$ cat src/rtl/aip_seq_pkg.sv
// Shared state encoding and command/status/interrupt bit positions for the AIP core sequencer.
package aip_seq_pkg;

    typedef enum logic [2:0] {
        S_IDLE,
        S_START,
        S_BUSY,
        S_DONE,
        S_ABORT
    } seq_state_e;

    localparam int unsigned CMD_START     = 0;
    localparam int unsigned CMD_ABORT     = 1;
    localparam int unsigned CMD_LIMIT_LSB = 16;

    localparam int unsigned ST_BUSY       = 0;
    localparam int unsigned ST_OVERRUN    = 1;

    localparam int unsigned INT_DONE      = 0;
    localparam int unsigned INT_TIMEOUT   = 1;
    localparam int unsigned INT_ABORT     = 2;

endpackage

$ cat src/rtl/aip_seq_watchdog.sv
// Busy-cycle watchdog: saturating counter plus a per-run limit latched at start acceptance.
module aip_seq_watchdog #(
    parameter int unsigned TIMEOUT_W = 16
) (
    input  logic                 clk,
    input  logic                 rst,
    input  logic                 i_load,
    input  logic                 i_count,
    input  logic [TIMEOUT_W-1:0] i_limit,
    output logic                 o_expire_c
);

    logic [TIMEOUT_W-1:0] r_count;
    logic [TIMEOUT_W-1:0] r_limit;

    // Count resets to zero on load, so the first busy cycle observes a count of 0.
    always_ff @(posedge clk or negedge rst) begin
        if (!rst) begin
            r_count <= '0;
            r_limit <= '0;
        end else if (i_load) begin
            r_count <= '0;
            r_limit <= i_limit;
        end else if (i_count && (r_count != '1)) begin
            r_count <= r_count + TIMEOUT_W'(1);
        end
    end

    // A zero limit disables the timeout for that run.
    assign o_expire_c = (r_limit != '0) && (r_count == r_limit);

endmodule

$ cat src/rtl/aip_core_sequencer.sv
// Start/abort sequencer between the AIP command register and the IP core.
// Optional watchdog timeout enabled by defining AIP_SEQ_WATCHDOG_EN.
module aip_core_sequencer
    import aip_seq_pkg::*;
#(
    parameter int unsigned REGWIDTH    = 32,
    parameter int unsigned STATUSFLAGS = 8,
    parameter int unsigned INTFLAGS    = 8,
    parameter int unsigned TIMEOUT_W   = 16
) (
    input  logic                   clk,
    input  logic                   rst,
    input  logic                   enCmd,
    input  logic [REGWIDTH-1:0]    dataIn,
    input  logic                   coreDone,
    output logic                   coreStart,
    output logic                   coreClear,
    output logic [STATUSFLAGS-1:0] statusIP,
    output logic [INTFLAGS-1:0]    intIP
);

    seq_state_e             r_state;
    logic                   r_core_start;
    logic                   r_core_clear;
    logic [STATUSFLAGS-1:0] r_status;
    logic [INTFLAGS-1:0]    r_int;

    logic                   w_start_cmd;
    logic                   w_abort_cmd;
    logic                   w_accept;
    logic                   w_expire;
    logic [TIMEOUT_W-1:0]   w_limit;
    logic                   w_unused;

    assign w_start_cmd = enCmd & dataIn[CMD_START];
    assign w_abort_cmd = enCmd & dataIn[CMD_ABORT];
    assign w_accept    = (r_state == S_IDLE) & w_start_cmd & ~dataIn[CMD_ABORT];
    assign w_limit     = dataIn[CMD_LIMIT_LSB +: TIMEOUT_W];
    assign w_unused    = ^{dataIn, w_limit};

`ifdef AIP_SEQ_WATCHDOG_EN
    aip_seq_watchdog #(
        .TIMEOUT_W (TIMEOUT_W)
    ) u_watchdog (
        .clk        (clk),
        .rst        (rst),
        .i_load     (w_accept),
        .i_count    (r_state == S_BUSY),
        .i_limit    (w_limit),
        .o_expire_c (w_expire)
    );
`else
    assign w_expire = 1'b0;
`endif

    // Outputs are registered alongside the state they belong to, so pulses appear in the entered state.
    always_ff @(posedge clk or negedge rst) begin
        if (!rst) begin
            r_state      <= S_IDLE;
            r_core_start <= 1'b0;
            r_core_clear <= 1'b0;
            r_status     <= '0;
            r_int        <= '0;
        end else begin
            r_core_start <= 1'b0;
            r_core_clear <= 1'b0;
            r_int        <= '0;
            if (w_start_cmd && (r_state != S_IDLE)) begin
                r_status[ST_OVERRUN] <= 1'b1;
            end
            case (r_state)
                S_IDLE: begin
                    if (w_accept) begin
                        r_state              <= S_START;
                        r_core_start         <= 1'b1;
                        r_status[ST_BUSY]    <= 1'b1;
                        r_status[ST_OVERRUN] <= 1'b0;
                    end
                end
                S_START: begin
                    if (coreDone) begin
                        r_state           <= S_DONE;
                        r_int[INT_DONE]   <= 1'b1;
                        r_status[ST_BUSY] <= 1'b0;
                    end else begin
                        r_state <= S_BUSY;
                    end
                end
                S_BUSY: begin
                    // Completion wins over a simultaneous abort, abort wins over timeout.
                    if (coreDone) begin
                        r_state           <= S_DONE;
                        r_int[INT_DONE]   <= 1'b1;
                        r_status[ST_BUSY] <= 1'b0;
                    end else if (w_abort_cmd) begin
                        r_state           <= S_ABORT;
                        r_core_clear      <= 1'b1;
                        r_int[INT_ABORT]  <= 1'b1;
                        r_status[ST_BUSY] <= 1'b0;
                    end else if (w_expire) begin
                        r_state            <= S_ABORT;
                        r_core_clear       <= 1'b1;
                        r_int[INT_TIMEOUT] <= 1'b1;
                        r_status[ST_BUSY]  <= 1'b0;
                    end
                end
                S_DONE:  r_state <= S_IDLE;
                S_ABORT: r_state <= S_IDLE;
                default: r_state <= S_IDLE;
            endcase
        end
    end

    assign coreStart = r_core_start;
    assign coreClear = r_core_clear;
    assign statusIP  = r_status;
    assign intIP     = r_int;

endmodule

$ cat config.mk
export PLATFORM = sky130hd
export DESIGN_NAME = aip_core_sequencer
export DESIGN_NICKNAME = d
export VERILOG_FILES = /design/src/rtl/aip_seq_pkg.sv /design/src/rtl/aip_seq_watchdog.sv /design/src/rtl/aip_core_sequencer.sv
export SDC_FILE = /design/constraint.sdc
export NUM_CORES = 1
export LEC_CHECK = 0
export CORE_MARGIN = 8
export CORE_UTILIZATION = 28
export CTS_BUF_LIST = sky130_fd_sc_hd__clkbuf_4 sky130_fd_sc_hd__clkbuf_8
export DETAILED_ROUTE_END_ITERATION = 16
export GPL_TIMING_DRIVEN = 0
export HOLD_SLACK_MARGIN = 0.1
export PLACE_DENSITY = 0.86
export SLEW_MARGIN = 20
export SYNTH_ARGS = -nofsm -noshare
export SYNTH_HDL_FRONTEND = slang
export SYNTH_SLANG_ARGS = --single-unit
export TNS_END_PERCENT = 100
$ cat constraint.sdc
create_clock -name clk -period 2.1 [get_ports clk]
set_input_delay 0.525 -clock clk [delete_from_list [all_inputs] [get_ports clk]]
set_output_delay 0.525 -clock clk [all_outputs]
set_load 0.01 [all_outputs]
==> results.py, run 1 <==
metrics = {
    "power": {
        "ir_worst_vdd_mv": 0.4415,
        "internal-power_uw": 408.2,
        "combinationalPowerShare": 0.403,
        "switching_share": 0.3318,
        "switching_power_uw": 202.7,
        "p_leak_nw": 0.3230,
        "seq_power_share": 0.402,
        "p_clk_frac": 0.195,
        "p_per_area_mw_per_mm2": 957.3,
        "power_uw": 610.9,
    },
    "timing": {
        "slew_viol_final": 0,
        "setup_tns_ps": 0,
        "skew_ps": 4.908,
        "min_period_over_period": 0.8314,
        "finalCriticalPeriod_ps": 1746,
        "clock.fmax_ghz": 0.5727,
        "setup_violations": 0,
        "rsz0062_at_grt": "false",
        "hold_viol": 0,
        "holdWs_ps": 510.5,
    },
    "final_layout": {
        "drive_gt1_frac": 0.2329,
        "final_common_cell": "buf_4",
        "n_antenna_cell": 0,
        "nets": 111,
        "finalInstanceArea_um2": 638.1,
        "areaGrowthSynthToFinish_pct": 43.66,
        "layout_common_cells": "buf_4 (13), conb_1 (12), clkdlybuf4s50_1 (11), dfrtp_1 (8), a21oi_1 (4)",
    },
    "grt": {
        "grt_pass1_vias": 358,
        "grt_pass1_wl_um": 1607,
        "gr-usage-all-layers": 0.06615,
        "grt_max_degree": 9,
        "overflow": 0,
        "antenna_found_initial": 0,
    },
    "placed_design": {
        "gp_congestion": 0.8197,
        "port_buffers": 11,
        "dp_hpwl_um": 796,
        "placed_area_um2": 615.6,
    },
    "floorplan": {
        "die_y_um": 55.83,
        "core_area_mm2": 0.001489,
        "initial_core_util": 0.2983,
        "die_x_um": 55.83,
        "die_area_mm2": 0.003117,
        "boundaryPins": 54,
        "fp-row-count": 14,
    },
    "setup_path": {
        "cp.arrival_ps": 1220,
        "critical_path_class": "flop to output port",
        "startpoint_type": "flop",
        "end_kind": "output port",
        "cp_max_fo": 2,
        "critPathRequiredTime_ps": 1570,
    },
    "clock_network": {
        "max-clock-path-buffers": 2,
        "cts.sinks": 8,
        "cts-resized-gates": 0,
        "clkLatencyLatePin_ps": 260,
        "cts_made_buffers": 3,
        "cts-root-buf": "clkbuf_4",
        "clk_pin_slew_ps": 60,
        "ctsHoldBuffers": 0,
        "clock_tree.htree_level_count": 1,
        "cts_tree": "built",
        "cts_setup_buffers": 0,
    },
    "yosys": {
        "postSynthAreaPerCell_um2": 9.254,
        "netlist_instances": 48,
        "yosysUniqueCellTypes": 16,
        "ys_ff_latch": 8,
        "ys_warn_count": 6,
        "ys_seq_area_frac": 0.4507,
        "netlist_area_um2": 444.2,
    },
    "drt": {
        "vias": 373,
        "dr.pass1.iters": 3,
        "totalWireLength_um": 978,
        "wire_per_inst_um": 10.99,
        "first_iter_violations": 4,
        "drc": 0,
        "ant_nets": 0,
        "vias_per_cell": 4.191,
    },
    "job": {
        "cap_violations": 0,
    },
    "outcome": {
        "status": "finished, final reports clean",
    },
    "worst_hold_path": {
        "min_path_type": "flop to flop",
    },
}
## logic make-up (layout without fill, tap and decap cells)
group,Yosys count,in the layout,share of synthesized area
AO/OA/AOI/OAI,10,10,0.1296
buffers and inverters,15,29,0.2366
flip-flops,8,8,0.4507
other,1,12,0.008443
AND/OR/NAND/NOR,14,14,0.1747
## Yosys cell counts
library cell	n	area, um2
nand3b_1	1	7.510
nor3_1	3	15.01
a32o_1	1	10.01
nand2_1	2	7.510
dfrtp_1	8	200.2
nor2_1	3	11.26
a21oi_1	4	20.02
conb_1	1	3.750
buf_4	13	97.59
a31oi_1	2	12.51
or3_4	1	11.26
inv_1	2	7.510
or3_1	1	6.260
o21ai_0	3	15.01
nor2b_1	2	12.51
nand2b_1	1	6.260
## critical path, cell delays in order (launching register included)
cell and delay (ps):
dfrtp_1 370, buf_4 130, clkdlybuf4s50_1 470
## registers in the layout, summed over array words and instances (netlist names)
name and count:
coreStart 1, intIP 2, r_state 3, statusIP 2
## layer usage
layer  vias to the layer above  track usage  share of wire
li1                        189            -              -
met3                         4      0.04338          0.091
met5                         -            0              0
met2                        14      0.09455           0.48
met1                       166      0.06250           0.39
met4                         0      0.06186          0.035
## area by class of cell
cell class              instances  area (um2)
plain buffers                  13       97.59
clock buffers                   3       22.52
multi-input cells              36       180.2
flip-flops and latches          8       200.2
repair buffers                 11       110.1
inverters                       2       7.507
well taps                      16       20.02
fillers                       143       850.8
## per-stage QoR
stage	cells	util	setup WS (ps)
after floorplan	59	-	885.6
after global placement	86	0.4134	370.1
after detailed placement	86	0.4134	305.0
after CTS	89	0.4286	350.2
after global routing	89	0.4286	306.6
final	89	0.4286	354.0
## power groups by stage
| stage | Combinational (mW) | Clock, mW | Sequential [mW] |
|---|---|---|---|
| 2_1_floorplan | 0.138 | 0 | 0.255 |
| 3_3_place_gp | 0.240 | 0 | 0.243 |
| 3_5_place_dp | 0.246 | 0 | 0.249 |
| 4_1_cts | 0.248 | 0.120 | 0.246 |
| 5_1_grt | 0.270 | 0.132 | 0.257 |
| 6_report | 0.246 | 0.119 | 0.246 |
## worst paths after layout
kind	startpoint	endpoint	slack, ps	cells past startpoint
min reg2reg	statusIP[1]$_DFF_PN0_	statusIP[1]$_DFF_PN0_	510	1
max	intIP[2]$_DFF_PN0_	intIP[2]	350	2
min	statusIP[1]$_DFF_PN0_	statusIP[1]$_DFF_PN0_	510	1
max in group asynchronous	rst	coreStart$_DFF_PN0_	1270	1
max reg2reg	r_state[2]$_DFFE_PN0P_	statusIP[1]$_DFF_PN0_	860	2
min in group asynchronous	rst	r_state[2]$_DFFE_PN0P_	550	1
Power figures use the tool's default switching activity.
==> inputs of run 2 (changes only) <==
--- a/config.mk
+++ b/config.mk
@@ -6,12 +6,12 @@
 export NUM_CORES = 1
 export LEC_CHECK = 0
 export CORE_MARGIN = 8
-export CORE_UTILIZATION = 28
+export CORE_UTILIZATION = 24
 export CTS_BUF_LIST = sky130_fd_sc_hd__clkbuf_4 sky130_fd_sc_hd__clkbuf_8
 export DETAILED_ROUTE_END_ITERATION = 16
 export GPL_TIMING_DRIVEN = 0
 export HOLD_SLACK_MARGIN = 0.1
-export PLACE_DENSITY = 0.86
+export PLACE_DENSITY = 0.79
 export SLEW_MARGIN = 20
 export SYNTH_ARGS = -nofsm -noshare
 export SYNTH_HDL_FRONTEND = slang
==> constraint.sdc (replaced) <==
create_clock -name clk -period 1.5 [get_ports clk]
set_input_delay 0.375 -clock clk [delete_from_list [all_inputs] [get_ports clk]]
set_output_delay 0.375 -clock clk [all_outputs]
set_load 0.01 [all_outputs]
==> run 2 against run 1 <==
  * First-iteration DRC count is 25% higher
  * Global-route usage is 0.50 points lower
  * Non-clock buffer count stayed put
  * Cell area grew 1.8%
  * Combinational power is 34% higher
==> results.py, run 2 (synthesis gave the netlist of run 1 again) <==
metrics = {
    "final_layout": {
        "largest-register": "r_state",
        "finalInstanceArea_um2": 649.4,
        "drive_gt1_frac": 0.2329,
        "layout_common_cells": "buf_4 (13), conb_1 (12), dfrtp_1 (8), clkdlybuf4s50_1 (5)",
        "largest_register_ff_count": 3,
        "final_common_cell": "buf_4",
        "nets": 111,
        "areaGrowthSynthToFinish_pct": 46.20,
        "n_antenna_cell": 0,
    },
    "drt": {
        "totalWireLength_um": 984,
        "first_iter_violations": 5,
        "ant_nets": 0,
        "drc": 0,
        "wire_per_inst_um": 10.04,
        "vias_per_cell": 3.827,
        "dr.pass1.iters": 4,
        "vias": 375,
    },
    "setup_path": {
        "critical_path_class": "flop to output port",
        "path_cells": "buf_4, dlygate4sd2_1",
        "critPathRequiredTime_ps": 1120,
        "end_kind": "output port",
        "r2r_slack_ps": 280,
        "cpPeakStageDelay_ps": 360,
        "cp_max_fo": 2,
        "cp.arrival_ps": 1000,
        "startpoint_type": "flop",
        "cpMaxStageDelayCell": "dfrtp_1",
    },
    "power": {
        "p_leak_nw": 0.3702,
        "ir_worst_vdd_mv": 0.4154,
        "p_per_area_mw_per_mm2": 1281,
    },
    "placed_design": {
        "gp_congestion": 0.8087,
        "port_buffers": 11,
        "dp_hpwl_um": 785.8,
        "placed_area_um2": 626.9,
    },
    "timing": {
        "finalCriticalPeriod_ps": 1378,
        "slew_viol_final": 0,
        "skew_ps": 5.628,
        "setup_violations": 0,
        "holdWs_ps": 402.4,
        "rsz0062_at_grt": "false",
        "clock.fmax_ghz": 0.7259,
        "min_period_over_period": 0.9184,
        "setup_tns_ps": 0,
        "hold_viol": 0,
    },
    "job": {
        "cap_violations": 0,
    },
    "clock_network": {
        "clkLatencyLatePin_ps": 250,
        "cts.sinks": 8,
        "clock_tree.htree_level_count": 1,
        "clk_pin_slew_ps": 60,
        "cts-root-buf": "clkbuf_4",
        "max-clock-path-buffers": 2,
        "cts_tree": "built",
        "cts_made_buffers": 3,
        "cts_setup_buffers": 0,
    },
    "floorplan": {
        "die_area_mm2": 0.003483,
        "fp-row-count": 15,
        "core_area_mm2": 0.001727,
        "die_x_um": 59.02,
        "initial_core_util": 0.2572,
        "boundaryPins": 54,
        "die_y_um": 59.02,
    },
    "grt": {
        "grt_max_degree": 9,
        "antenna_found_initial": 0,
        "overflow": 0,
        "gr-usage-all-layers": 0.06114,
        "grt_pass1_wl_um": 1538,
        "grt_pass1_vias": 369,
    },
    "outcome": {
        "status": "finished, final reports clean",
    },
    "worst_hold_path": {
        "min_path_type": "input pin to async pin",
    },
}
[run 2: through the flow]
step / power (mW) / utilization / std cells / setup slack [ps]
after floorplan: 0.5495 / - / 59 / 334.4
after global placement: 0.6779 / 0.3630 / 95 / -75.83
after detailed placement: 0.6961 / 0.3630 / 95 / -104.2
after CTS: 0.8436 / 0.3732 / 98 / 17.80
after global routing: 0.9062 / 0.3761 / 98 / 50.24
final: 0.8318 / 0.3761 / 98 / 122.4
[run 2: metal layers]
metal,up-vias,share of wire,GRT usage
met5,-,0,0
met4,0,0,0.04096
met3,0,0.10,0.03688
met2,21,0.48,0.09657
met1,166,0.42,0.05846
li1,188,-,-
[run 2: critical path: cells and delay by family, from the launching register on]
| kind | cells | cell delay (ps) |
|---|---|---|
| buffers and inverters | 2 | 390 |
| DFF | 1 | 360 |
[run 2: final timing paths]
kind	from	to	cells past startpoint
hold / removal	rst	coreStart$_DFF_PN0_	1
hold reg to reg	statusIP[1]$_DFF_PN0_	statusIP[1]$_DFF_PN0_	1
setup reg to reg	r_state[2]$_DFFE_PN0P_	statusIP[1]$_DFF_PN0_	2
setup / recovery	intIP[2]$_DFF_PN0_	intIP[2]	2
min in group clk	statusIP[1]$_DFF_PN0_	statusIP[1]$_DFF_PN0_	1
max in group asynchronous	rst	r_state[2]$_DFFE_PN0P_	1
[run 2: final cells by class]
class | count | area [um2]
clock buffers | 3 | 22.52
flip-flops and latches | 8 | 200.2
well taps | 25 | 31.28
fillers | 185 | 1077
repair buffers | 11 | 110.1
inverters | 2 | 7.507
multi-input cells | 36 | 180.2
plain buffers | 13 | 97.59
[run 2: power by group]
group	internal, mW	switching [mW]	leakage, nW
registers	0.283	0.0583	0.105
clock network	0.0913	0.0692	0.0138
logic	0.172	0.158	0.251
total	0.546	0.286	0.370
[run 2: repair_timing]
| action | in CTS | in global routing |
|---|---|---|
| hold buffers | 0 | 0 |
| resized for setup | 4 | 2 |
| endpoints found under the hold margin | 0 | 0 |
| endpoints found under the setup margin | 4 | 2 |
